<file path="src/rtl/ball_pkg.sv">
// Shared types and screen geometry for the ball animation slice.
package ball_pkg;

  localparam int unsigned BALL_SIZE = 4;
  localparam int unsigned SCREEN_W  = 160;
  localparam int unsigned SCREEN_H  = 120;

  typedef enum logic [2:0] {
    ST_IDLE  = 3'd0,
    ST_DRAW  = 3'd1,
    ST_WAIT  = 3'd2,
    ST_ERASE = 3'd3,
    ST_CHECK = 3'd4,
    ST_MOVE  = 3'd5
  } ball_state_t;

endpackage

</file>
<file path="src/rtl/ball_frame_timer.sv">
// Frame delay counter: counts 0..FRAME_TICKS-1 while start is held high,
// asserting done on the last count.
module ball_frame_timer
  import ball_pkg::*;
#(
  parameter int unsigned FRAME_TICKS = 833333
) (
  input  logic clock,
  input  logic reset,
  input  logic start,
  output logic done
);

  localparam int unsigned   CW   = (FRAME_TICKS > 1) ? $clog2(FRAME_TICKS) : 1;
  localparam logic [CW-1:0] LAST = CW'(FRAME_TICKS - 1);

  logic [CW-1:0] count;

  assign done = start && (count == LAST);

  // start stays high for the whole wait interval; dropping it rearms the count.
  always_ff @(posedge clock) begin
    if (reset || !start || done) begin
      count <= '0;
    end else begin
      count <= count + 1'b1;
    end
  end

endmodule

</file>
<file path="src/rtl/ball_control.sv">
// Ball animation sequencer: draw, frame wait, erase, collision check, move.
// Optional paddle collision / ball-loss detection enabled by BALL_PADDLE_EN.
module ball_control
  import ball_pkg::*;
#(
  parameter int unsigned FRAME_TICKS = 833333,
  parameter int unsigned X_MAX       = 156,
  parameter int unsigned Y_MIN       = 0,
  parameter int unsigned Y_MAX       = 116,
  parameter int unsigned PADDLE_Y    = 112,
  parameter int unsigned PADDLE_W    = 16
) (
  input  logic       clock,
  input  logic       reset,
  input  logic       go,
  input  logic [7:0] x,
  input  logic [6:0] y,
  input  logic       h_q,
  input  logic       v_q,
  input  logic [7:0] paddle_x,
  output logic       reset_counts,
  output logic       en_counters,
  output logic       sel_c,
  output logic       h_t,
  output logic       v_t,
  output logic       plot,
  output logic [1:0] off_x,
  output logic [1:0] off_y,
  output logic       lost
);

  localparam logic [8:0] X_MAX9 = 9'(X_MAX);
  localparam logic [8:0] Y_MIN9 = 9'(Y_MIN);
  localparam logic [8:0] Y_MAX9 = 9'(Y_MAX);

  ball_state_t state, state_next;
  logic [3:0]  p;
  logic        in_wait;
  logic        frame_done;

  logic [8:0]  x9, y9;
  logic        h_hit, v_hit, bottom_hit, loss;

  assign in_wait = (state == ST_WAIT);

  ball_frame_timer #(
    .FRAME_TICKS(FRAME_TICKS)
  ) u_frame_timer (
    .clock(clock),
    .reset(reset),
    .start(in_wait),
    .done (frame_done)
  );

  assign x9 = {1'b0, x};
  assign y9 = {2'b0, y};

  assign h_hit = (h_q && (x9 >= X_MAX9)) || (!h_q && (x9 == '0));

`ifdef BALL_PADDLE_EN
  localparam logic [8:0] PADDLE_Y9 = 9'(PADDLE_Y);
  localparam logic [8:0] PADDLE_W9 = 9'(PADDLE_W);
  logic [8:0] px9;
  assign px9 = {1'b0, paddle_x};

  // Any ball column overlapping the paddle span counts as a hit.
  assign bottom_hit = v_q && ((y9 + 9'(BALL_SIZE)) == PADDLE_Y9)
                          && ((x9 + 9'(BALL_SIZE - 1)) >= px9)
                          && (x9 <= (px9 + PADDLE_W9 - 9'd1));
  assign loss       = v_q && (y9 >= Y_MAX9);
`else
  logic unused_paddle;
  assign unused_paddle = ^paddle_x;
  assign bottom_hit    = v_q && (y9 >= Y_MAX9);
  assign loss          = 1'b0;
`endif

  assign v_hit = (!v_q && (y9 <= Y_MIN9)) || bottom_hit;

  always_comb begin
    state_next   = state;
    reset_counts = 1'b1;
    en_counters  = 1'b0;
    sel_c        = 1'b0;
    h_t          = 1'b0;
    v_t          = 1'b0;
    plot         = 1'b0;
    off_x        = '0;
    off_y        = '0;
    lost         = 1'b0;
    unique case (state)
      ST_IDLE: begin
        reset_counts = 1'b0;
        if (go) state_next = ST_DRAW;
      end
      ST_DRAW: begin
        plot  = 1'b1;
        sel_c = 1'b1;
        off_x = p[1:0];
        off_y = p[3:2];
        if (p == 4'd15) state_next = ST_WAIT;
      end
      ST_WAIT: begin
        if (frame_done) state_next = ST_ERASE;
      end
      ST_ERASE: begin
        plot  = 1'b1;
        off_x = p[1:0];
        off_y = p[3:2];
        if (p == 4'd15) state_next = ST_CHECK;
      end
      ST_CHECK: begin
        if (loss) begin
          lost       = 1'b1;
          state_next = ST_IDLE;
        end else begin
          h_t        = h_hit;
          v_t        = v_hit;
          state_next = ST_MOVE;
        end
      end
      ST_MOVE: begin
        en_counters = 1'b1;
        state_next  = ST_DRAW;
      end
      default: state_next = ST_IDLE;
    endcase
  end

  // p wraps from 15 to 0 on the DRAW/ERASE exit edge, so it is always clear on entry.
  always_ff @(posedge clock) begin
    if (reset) begin
      state <= ST_IDLE;
      p     <= '0;
    end else begin
      state <= state_next;
      if ((state == ST_DRAW) || (state == ST_ERASE)) begin
        p <= p + 4'd1;
      end else begin
        p <= '0;
      end
    end
  end

endmodule

</file>
<file path="config.mk">
export PLATFORM = sky130hd
export DESIGN_NAME = ball_control
export DESIGN_NICKNAME = d
export VERILOG_FILES = /design/src/rtl/ball_pkg.sv /design/src/rtl/ball_frame_timer.sv /design/src/rtl/ball_control.sv
export SDC_FILE = /design/constraint.sdc
export NUM_CORES = 1
export LEC_CHECK = 0
export BUFFER_PORTS_ARGS = -buffer_cell sky130_fd_sc_hd__clkbuf_2
export CAP_MARGIN = 20
export CORE_MARGIN = 3
export CORE_UTILIZATION = 35
export DETAILED_ROUTE_END_ITERATION = 12
export HOLD_SLACK_MARGIN = 0.03
export PLACE_DENSITY = 0.66
export SETUP_SLACK_MARGIN = 0.4
export SYNTH_ARGS = -nofsm -noshare
export SYNTH_HDL_FRONTEND = slang
export SYNTH_SLANG_ARGS = --single-unit
</file>
<file path="constraint.sdc">
create_clock -name clock -period 4.3 [get_ports clock]
set_clock_uncertainty 0.2 [all_clocks]
set_input_delay 0.215 -clock clock [delete_from_list [all_inputs] [get_ports clock]]
set_output_delay 0.215 -clock clock [all_outputs]
set_load 0.02 [all_outputs]
</file>
[Yosys cells after proc, flatten, opt, wreduce, memory -nomap -nowiden]
Cells that the tools add are included.
Operators by class
  muxes and demuxes: 13
  reductions and logical operators: 18
  bitwise operators: 1
  order comparisons: 3
  add/sub/neg operators: 2
  equal/unequal tests: 11
Operator list (count)
  $add A20 B1 Y20 const B: 1
  $eq A20 B20 Y1 const B: 1
  $pmux W3 S6: 1
  $mux W3: 4
  $logic_not A9 Y1: 1
  $ge A8 B8 Y1 const B: 1
  $ne A2 B2 Y1 const B: 4
  $ge A7 B7 Y1 const B: 1
  $le A7 B1 Y1 const B: 1
  $eq A3 B2 Y1 const B: 2
  $eq A3 B3 Y1 const B: 2
  $mux W1: 6
  $logic_and A1 B1 Y1: 5
  $logic_or A1 B1 Y1: 5
  $add A4 B1 Y4 const B: 1
  $eq A4 B4 Y1 const B: 1
  $mux W2: 2
  $reduce_and A4 Y1: 1
  $reduce_or A2 Y1: 2
  $eq A3 B1 Y1 const B: 1
  $logic_not A1 Y1: 3
  $logic_not A3 Y1: 1
  $not A1 Y1: 1
Storage, ports and cells
  bits of input ports: 28
  logic and storage cells: 51
  register bits after elaboration: 27

[Longest topological paths before layout]
Gate-level depths: netlist (run 1).
  word-level depth: 4
  depth in mapped cells: 7
  gate-level depth less buffers: 6

[Cells and area by module]
From an unflattened synthesis (run 1), not the netlist that was laid out.
Second synthesis, totals
  cell total of the unflattened synthesis: 163
  area, all modules: 1406.3 sq um
Modules (own cells, without submodules)
  ball_frame_timer: cells an instance 109, instances 1, area an instance 958.4 sq um
  ball_control: cells an instance 54, instances 1, area an instance 447.9 sq um

[Least setup slack after synthesis (run 1)]
OpenSTA, ideal clock, no wires.
  path kind: flip-flop to flip-flop
  start: reg u_frame_timer.count[0]
  end: reg u_frame_timer.count[18]
  setup slack: 2.345 ns
  stages on the path, launching flop included: 6
  data arrival time: 1.686 ns
  buffers on the path: 0
  setup time: 0.070 ns
  period minus slack after synthesis: 1.955 ns
  path through: dfxtp_1 ha_1 nand3_2 or4_1 or3_1 a21oi_1
On the way
  cells in the longest elaborated chain, start to end: 3
RTL lines
  from (decl): RTL line ball_frame_timer.sv:17  | logic [CW-1:0] count;
  from (signal assigned): RTL line ball_frame_timer.sv:26  | count <= count + 1'b1;
  branches (longest 3 deep; another with $add A20 B1 Y20)
Several ways; the timed one is not identified.
A chain may end at the register's enable or synchronous reset.

[Worst setup path after layout (run 1)]
  start: reg u_frame_timer.count[6]
  end: reg u_frame_timer.count[14]
Same word-level chain as after synthesis.

==> results of run 1 <==
## what timing repair did
action / in CTS / in global routing
endpoints found under the setup margin: 0 / 0
endpoints found under the hold margin: 5 / 0
hold buffers: 1 / 0
## cell usage after synthesis, types with 2 or more instances
cell	instances
dfxtp_1	27
nor2_1	26
nand3_1	10
nor3_1	9
xnor2_1	9
inv_1	8
xor2_1	8
nand2_1	7
or3_1	7
a21oi_1	6
nand4_1	5
o21ai_0	5
and2_1	4
nor4_1	4
buf_4	3
ha_1	3
and4_2	2
clkbuf_1	2
nor4bb_1	2
## cell families after synthesis
family / share of synthesized area [%]
AO/OA/AOI/OAI: 6.83
flip-flops: 39.3
XOR/XNOR: 10.8
other: 0.273
AND/OR/NAND/NOR: 35.6
adder cells (fa/ha/maj): 2.73
buffers and inverters: 4.37
## worst reg2reg max path, delay by kind of cell, from the launching register on
kind / cells / cell delay, ns
flops: 1 / 0.39
compound gates: 1 / 0.77
simple gates: 3 / 1.01
## flip-flops by register name, indices dropped and copies added (netlist names)
signal and count:
u_frame_timer.count 20, p 4, state 3
## power breakdown
part	leakage [uW]	switching [uW]	internal, uW
clock network	0.0000261	81.0	68.0
logic	0.000330	21.6	16.2
registers	0.000218	2.92	253
## metrics by stage
stage	total power [uW]	area [um^2]	hold slack, ns	util, %	cells
5_1_grt	463	1610	0.251	43.3	239
2_1_floorplan	282	1370	0.237	-	162
3_3_place_gp	298	1550	0.262	41.7	234
4_1_cts	450	1610	0.223	43.3	239
3_5_place_dp	299	1550	0.283	41.7	234
6_report	442	1610	0.224	43.3	239
## final cells by class
class,count,area [um^2],area share (%)
Sequential cell,27,541,33.6
Multi-Input combinational cell,122,773,48.1
Timing Repair Buffer,30,155,9.64
Clock buffer,3,41.3,2.57
Inverter,8,30.0,1.87
Clock inverter,1,8.76,0.544
Tap cell,48,60.1,3.73
## per-layer routing
metal  wire, um  vias up
met4         20        0
met3         87        2
li1           -      624
met1       1280      542
met2       1320       14
met5          0        -
## path summary, 6_finish.rpt
path / depth (start not counted) / slack (ns) / startpoint / end
hold reg to reg: 1 / 0.30 / u_frame_timer.count[0] / u_frame_timer.count[0]
setup / recovery: 4 / 1.80 / u_frame_timer.count[6] / u_frame_timer.count[14]
hold / removal: 5 / 0.22 / go / state[0]
setup reg to reg: 4 / 1.80 / u_frame_timer.count[6] / u_frame_timer.count[14]
==> impl_metrics.py, run 1 <==
metrics = {
    "outcome": {
        "status": "finished, final reports clean",
    },
    "grt": {
        "grt_pass1_vias": 1105,
        "antenna_found_initial": 0,
        "grt_pass1_wl_um": 4670,
        "gr-total-overflow": 0,
        "grt_busiest_layer": "met2",
        "met3_usage_pct": 3.40,
        "grtUsageTotal_pct": 12.7,
        "grt_use_met1_pct": 16.9,
        "grt_util_met2_pct": 20.9,
        "grt_max_degree": 21,
    },
    "setup_path": {
        "max_stage_delay_ns": 0.77,
        "cp.buffers_inverters": 0,
        "arrival_ns": 2.44,
        "cp_slowest_cell": "o2111ai_2",
        "cp_cell_sequence": "or4b_1 > or3_1 > o2111ai_2 > nor2_1",
        "crit_fanout": 20,
        "critPathTopFamily": "simple AND/OR/NAND/NOR gates",
        "crit_required_ns": 4.24,
        "start_kind": "flip-flop",
        "path_class": "flip-flop to flip-flop",
        "cp-end-kind": "flip-flop",
    },
    "route": {
        "wire_per_inst_um": 11.3,
        "routed-via-count": 1182,
        "drt_iter0_markers": 49,
        "drc_errors": 0,
        "drtPass1Iterations": 4,
        "final_antenna_net_count": 0,
        "vias_per_cell": 4.95,
        "totalWireLength_um": 2710,
    },
    "synthesis": {
        "ys_async_sr_fraction_pct": 0,
        "synth_cells": 162,
        "yosys_warnings": 0,
        "synth.distinct_cells": 34,
        "ys_top_cells_by_area": "dfxtp_1 39%, nor2_1 7.1%, xnor2_1 5.7%",
        "ys_ff_latch": 27,
        "syn_area_um2": 1370,
        "syn_nets": 193,
        "yosysTopAreaCell": "dfxtp_1",
        "ys.flop_type": "dfxtp_1",
        "syn_avg_cell_area_um2": 8.48,
        "synth_top_area_share_pct": 39.3,
        "yosysSeqAreaShare_pct": 39.3,
        "synth_edf_count": 0,
    },
    "die": {
        "row_count": 22,
        "die_h_um": 68.7,
        "initial_core_util_pct": 37.0,
        "ioPinCount": 39,
        "die_area_um2": 4710,
        "coreArea_um2": 3720,
        "die_w_um": 68.7,
    },
    "worst_hold_path": {
        "hold_class": "primary input to flip-flop",
    },
    "job": {
        "max_cap_violations": 0,
    },
    "clock_network": {
        "clk_pin_slew_ns": 0.10,
        "clk-insertion-delay-late_ns": 0.27,
        "cts_setup_buffers": 0,
        "numCtsBuffers": 3,
        "htreeDepth": 1,
        "tritoncts": "done",
        "cts_buffer_depth": 2,
        "cts_sinks": 27,
        "cts_resized": 0,
        "cts_root_buf": "clkbuf_8",
    },
    "cells_and_area": {
        "final_common_cell": "clkbuf_2",
        "area_growth_pct": 17.1,
        "fin_nets": 223,
        "most-common-layout-cells": "29 x clkbuf_2, 27 x dfxtp_1, 26 x nor2_1",
        "layout-drive-gt1-share_pct": 22.0,
        "nFillCells": 397,
        "antenna_cells": 0,
    },
    "timing": {
        "setup_viol": 0,
        "fin_crit_sh_pct": 58.2,
        "hold_violations": 0,
        "fin_tns_setup_ns": 0,
        "relSlewSlack_pct": 38.3,
        "rsz0062_at_grt": "no",
        "clock.fmax_mhz": 399,
        "fin_ws_ns": 1.80,
        "tightest_slew_ns": 0.926,
        "min_period_ns": 2.50,
        "drv_slew": 0,
    },
    "place": {
        "dp_worst_setup_slack_ns": 1.77,
        "numPortBuffers": 29,
        "place_hpwl_um": 2090,
        "routabilityCongestion": 0.778,
    },
    "pwr": {
        "ir_drop_mv": 0.135,
        "p_leak_uw": 0.000574,
        "power_density_nw_per_um2": 275,
    },
}
Note: power is estimated with default switching activity, not from simulation.
==> run 2: changes to the inputs <==
--- a/config.mk
+++ b/config.mk
@@ -5,6 +5,7 @@
 export SDC_FILE = /design/constraint.sdc
 export NUM_CORES = 1
 export LEC_CHECK = 0
+export ABC_AREA = 1
 export BUFFER_PORTS_ARGS = -buffer_cell sky130_fd_sc_hd__clkbuf_2
 export CAP_MARGIN = 20
 export CORE_MARGIN = 3
==> constraint.sdc (replaced) <==
create_clock -name clock -period 2.5 [get_ports clock]
set_clock_uncertainty 0.2 [all_clocks]
set_input_delay 0.125 -clock clock [delete_from_list [all_inputs] [get_ports clock]]
set_output_delay 0.125 -clock clock [all_outputs]
set_load 0.02 [all_outputs]
==> run 2 against run 1 <==
Final cell count rose by 26%. First-iteration DRC count grew 8.2%. Count of clock-buffer cells in the layout up 1. Sequential power rose by 92%. Global-route usage up 0.39 points. Via count up 19%. Register-to-register slack worse by 1.0 ns.
==> impl_metrics.py, run 2 <==
metrics = {
    "outcome": {
        "status": "finished, final reports clean",
    },
    "timing": {
        "clock.fmax_mhz": 582,
        "fin_crit_sh_pct": 68.8,
        "drv_slew": 0,
        "rsz0062_at_grt": "no",
        "setup_viol": 0,
        "fin_tns_setup_ns": 0,
        "min_period_ns": 1.72,
        "hold_violations": 0,
    },
    "synthesis": {
        "ys_async_sr_fraction_pct": 0,
        "ys_ff_latch": 27,
        "synth_common_cells": "49 x nor2_1, 38 x nand2_1, 27 x dfxtp_1",
        "ys_top_cells_by_area": "dfxtp_1 36%, nor2_1 12%, nand2_1 9.4%",
        "synth.distinct_cells": 33,
        "synth_cells": 218,
        "synth_top_area_share_pct": 35.6,
        "ys.flop_type": "dfxtp_1",
        "yosysSeqAreaShare_pct": 35.6,
        "syn_area_um2": 1520,
        "synthMostInstantiatedCell": "nor2_1",
        "syn_nets": 249,
        "syn_avg_cell_area_um2": 6.96,
        "synth_edf_count": 0,
        "yosysTopAreaCell": "dfxtp_1",
        "yosys_warnings": 0,
    },
    "route": {
        "vias_per_cell": 4.68,
        "drt_iter0_markers": 53,
        "final_antenna_net_count": 0,
        "drtPass1Iterations": 4,
        "drc_errors": 0,
        "wire_per_inst_um": 10.4,
        "totalWireLength_um": 3130,
        "routed-via-count": 1404,
    },
    "clock_network": {
        "numCtsBuffers": 3,
        "tritoncts": "done",
        "clk_pin_slew_ns": 0.09,
        "cts_buffer_depth": 2,
        "clk-insertion-delay-late_ns": 0.27,
        "cts_setup_buffers": 0,
        "cts_resized": 0,
        "cts_root_buf": "clkbuf_8",
        "htreeDepth": 1,
        "cts_sinks": 27,
    },
    "grt": {
        "grtUsageTotal_pct": 13.1,
        "gr-total-overflow": 0,
        "grt_max_degree": 21,
        "antenna_found_initial": 0,
        "grt_pass1_vias": 1347,
        "grt_pass1_wl_um": 5550,
    },
    "job": {
        "max_cap_violations": 0,
    },
    "setup_path": {
        "arrival_ns": 1.68,
        "path_class": "flip-flop to flip-flop",
        "crit_required_ns": 2.46,
        "start_kind": "flip-flop",
        "crit_fanout": 4,
        "worst-r2r-setup-slack_ns": 0.78,
        "cp-end-kind": "flip-flop",
    },
    "pwr": {
        "ir_drop_mv": 0.547,
        "p_leak_uw": 0.000653,
        "power_density_nw_per_um2": 591,
    },
    "die": {
        "die_area_um2": 5160,
        "coreArea_um2": 4090,
        "die_h_um": 71.9,
        "ioPinCount": 39,
        "initial_core_util_pct": 37.1,
        "die_w_um": 71.9,
        "row_count": 23,
    },
    "cells_and_area": {
        "reg_top3": "u_frame_timer.count (20), p (4), state (3)",
        "largest_reg_flops": 20,
        "seq_area_um2": 541,
        "nFillCells": 434,
        "final_area_um2": 1770,
        "layout-drive-gt1-share_pct": 21.2,
        "largest-register": "u_frame_timer.count",
        "final_common_cell": "nor2_1",
        "antenna_cells": 0,
        "most-common-layout-cells": "49 x nor2_1, 38 x nand2_1, 29 x clkbuf_2",
        "area_growth_pct": 16.3,
        "multi_input_area_um2": 861,
        "fin_nets": 282,
    },
    "place": {
        "place_area_um2": 1710,
        "numPortBuffers": 29,
        "routabilityCongestion": 0.897,
        "place_hpwl_um": 2530,
    },
    "worst_hold_path": {
        "hold_class": "primary input to flip-flop",
    },
}
## run 2: cell types whose count changed in the layout (fill, tap and decap cells not counted), sizes merged, moves of 5 or more
cell,before,now
inv,9,25
nand2,7,42
nor2,26,55
or3,7,0
xnor2,9,4
## run 2: worst max-delay path, stage by stage (launching register included)
cell and delay (ns):
dfxtp_1 0.42, ha_1 0.25, nand2_2 0.10, nor2_2 0.19, nand2_2 0.11, nor2_1 0.13
xor2_1 0.17, nor2_1 0.05
## run 2: cell type report
type                       count  share of cell area, %
multi-input combinational    163                   48.8
sequential                    27                   30.6
inverter                      25                   5.32
timing repair buffer          31                   9.21
tap                           50                   3.54
clock buffer                   4                   2.55
## run 2: layer usage
layer  track usage, %  up-vias  routed length (um)
met5                0        -                   0
met4             3.76        0                  30
met3             2.38        4                  63
met2             23.2       12                1620
met1             16.1      638                1420
li1                 -      750                   -
## run 2: power by group
group          internal, uW  switching (uW)  total, uW
sequential              456            32.9        489
clock                   114             126        240
combinational           105             209        314
## run 2: what timing repair did
action / CTS / global route
hold endpoints to repair: 3 / 0
endpoints found under the setup margin: 0 / 0
hold buffers: 1 / 0
## run 2: worst paths after layout
| path | startpoint | endpoint | cells after the start |
|---|---|---|---|
| worst max register to register | u_frame_timer.count[0] | u_frame_timer.count[10] | 7 |
| worst min register to register | u_frame_timer.count[19] | u_frame_timer.count[19] | 2 |
| worst min-delay path | go | state[0] | 4 |
| worst max-delay path | u_frame_timer.count[0] | u_frame_timer.count[10] | 7 |
## run 2: cells by family (layout without fill, tap and decap cells)
| group | count (synthesis) | in the layout | share of synthesized area (%) |
|---|---|---|---|
| other cells | 1 | 1 | 0.247 |
| compound gates | 17 | 17 | 6.84 |
| simple gates | 131 | 131 | 40.8 |
| fa+ha+maj | 3 | 3 | 2.47 |
| flops | 27 | 27 | 35.6 |
| buf+inv | 28 | 60 | 7.67 |
| xor+xnor | 11 | 11 | 6.35 |
## run 2: metrics by stage
stage	utilization (%)	cells	worst slack (ns)	total power [uW]	hold slack, ns
floorplan	-	218	0.949	731	-0.00528
finish	43.2	300	0.781	1040	0.0433
detailed placement	41.9	295	0.793	815	0.124
global route	43.2	300	0.658	1120	0.123
CTS	43.2	300	0.771	1060	0.0450
global placement	41.9	295	0.821	810	0.124
==> run 3: changes to the inputs <==
==> constraint.sdc (replaced) <==
create_clock -name clock -period 1.7 [get_ports clock]
set_clock_uncertainty 0.2 [all_clocks]
set_input_delay 0.085 -clock clock [delete_from_list [all_inputs] [get_ports clock]]
set_output_delay 0.085 -clock clock [all_outputs]
set_load 0.02 [all_outputs]
==> run 3 against run 2 <==
Combinational power grew to 3.2 times the previous value. Sequential power grew 50%. Global-route usage is 2.3 points higher. Flip-flop and latch count is the same. Die area unchanged. Critical path type unchanged.
==> impl_metrics.py, run 3 (synthesized netlist as in run 2, its figures left out) <==
metrics = {
    "die": {
        "die_area_um2": 5160,
        "initial_core_util_pct": 37.1,
        "row_count": 23,
        "ioPinCount": 39,
        "die_w_um": 71.9,
        "coreArea_um2": 4090,
        "die_h_um": 71.9,
    },
    "clock_network": {
        "cts_sinks": 27,
        "cts_buffer_depth": 2,
        "clk_pin_slew_ns": 0.10,
        "clk-insertion-delay-late_ns": 0.28,
        "htreeDepth": 1,
        "tritoncts": "done",
        "numCtsBuffers": 3,
        "cts_root_buf": "clkbuf_8",
    },
    "setup_path": {
        "cp-end-kind": "flip-flop",
        "crit_required_ns": 1.72,
        "arrival_ns": 1.52,
        "crit_fanout": 5,
        "start_kind": "flip-flop",
        "worst-r2r-setup-slack_ns": 0.19,
        "path_class": "flip-flop to flip-flop",
    },
    "cells_and_area": {
        "largest-register": "u_frame_timer.count",
        "antenna_cells": 0,
        "fin_nets": 302,
        "largest_reg_flops": 20,
        "layout-drive-gt1-share_pct": 44.8,
        "reg_top3": "u_frame_timer.count (20), p (4), state (3)",
        "most-common-layout-cells": "37 x nor2_1, 33 x nand2_1, 22 x buf_4",
        "area_growth_pct": 45.2,
        "final_common_cell": "nor2_1",
    },
    "route": {
        "drt_iter0_markers": 36,
        "vias_per_cell": 4.83,
        "drtPass1Iterations": 4,
        "wire_per_inst_um": 11.3,
        "totalWireLength_um": 3620,
        "drc_errors": 0,
        "routed-via-count": 1545,
        "final_antenna_net_count": 0,
    },
    "timing": {
        "fin_crit_sh_pct": 88.6,
        "hold_violations": 0,
        "drv_slew": 0,
        "rsz0062_at_grt": "yes",
        "setup_viol": 0,
        "min_period_ns": 1.51,
        "fin_tns_setup_ns": 0,
        "fin_ws_ns": 0.194,
        "clock.fmax_mhz": 664,
    },
    "pwr": {
        "p_leak_uw": 0.000820,
        "ir_drop_mv": 0.471,
        "power_uw": 2130,
        "power_density_nw_per_um2": 965,
    },
    "worst_hold_path": {
        "hold_class": "primary input to flip-flop",
    },
    "place": {
        "place_hpwl_um": 2330,
        "routabilityCongestion": 0.865,
        "numPortBuffers": 29,
        "dp_worst_setup_slack_ns": 0.177,
    },
    "grt": {
        "antenna_found_initial": 0,
        "grtUsageTotal_pct": 15.4,
        "grt_pass1_wl_um": 6280,
        "grt_pass1_vias": 1443,
        "gr-total-overflow": 0,
        "grt_max_degree": 21,
    },
    "outcome": {
        "status": "finished, final reports clean",
    },
    "job": {
        "max_cap_violations": 0,
    },
}
run 3: changes by cell type in the layout (fill, tap and decap cells not counted), moves of 4 or more:
cell	before	now
nor2_2	5	11
nand2_4	0	4
nor2_1	49	37
nand3_2	0	4
dfxtp_1	27	12
buf_4	1	22
nor2_4	1	7
nand3_1	14	10
nand2_1	38	33
buf_6	0	5
dfxtp_4	0	6
dfxtp_2	0	9
clkbuf_2	29	19
inv_4	0	4
run 3: through the flow:
stage | utilization [%] | cell area (um^2) | hold slack, ns | std cells
floorplan | - | 1590 | -0.0453 | 218
global placement | 44.1 | 1800 | 0.0834 | 296
detailed placement | 44.1 | 1800 | 0.0847 | 296
CTS | 51.4 | 2100 | 0.0854 | 317
global route | 53.9 | 2200 | 0.0823 | 320
finish | 53.9 | 2200 | 0.0695 | 320
run 3: worst max-delay path: stages (launching register included):
cell,delay [ns]
dfxtp_4,0.41
nand2_1,0.07
inv_1,0.06
nand2_1,0.07
nor2_2,0.13
nand3_2,0.13
nand2_4,0.11
buf_4,0.11
nand3_1,0.05
nor2_1,0.09
run 3: area by class of cell:
class | count | area (um^2)
multi-input cells | 163 | 1020
flip-flops and latches | 27 | 574
clock buffers | 3 | 41.3
repair buffers | 51 | 390
fillers | 383 | 1880
well taps | 50 | 62.6
clock inverters | 1 | 7.51
inverters | 25 | 104
run 3: worst paths after layout:
kind	cells past startpoint	endpoint	startpoint
setup reg to reg	9	state[0]	u_frame_timer.count[2]
setup / recovery	9	state[0]	u_frame_timer.count[2]
hold reg to reg	1	p[0]	p[0]
hold / removal	6	state[1]	go
run 3: timing repair:
action / CTS / global route
buffers inserted: 16 / 3
gates resized for setup: 38 / 36
hold buffers: 1 / 0
hold endpoints to repair: 4 / 0
pin swaps: 19 / 8
setup endpoints to repair: 33 / 34
run 3: report_power, final:
group          total (uW)  internal (uW)  switching (uW)
sequential            735            685            49.4
combinational        1000            494             509
clock                 388            167             221
run 3: metal layers:
metal | global-route usage (%) | vias to the layer above | wire, um
li1 | - | 795 | -
met1 | 19.2 | 682 | 1600
met2 | 24.3 | 51 | 1660
met3 | 3.09 | 17 | 207
met4 | 9.60 | 0 | 150
met5 | 0 | - | 0
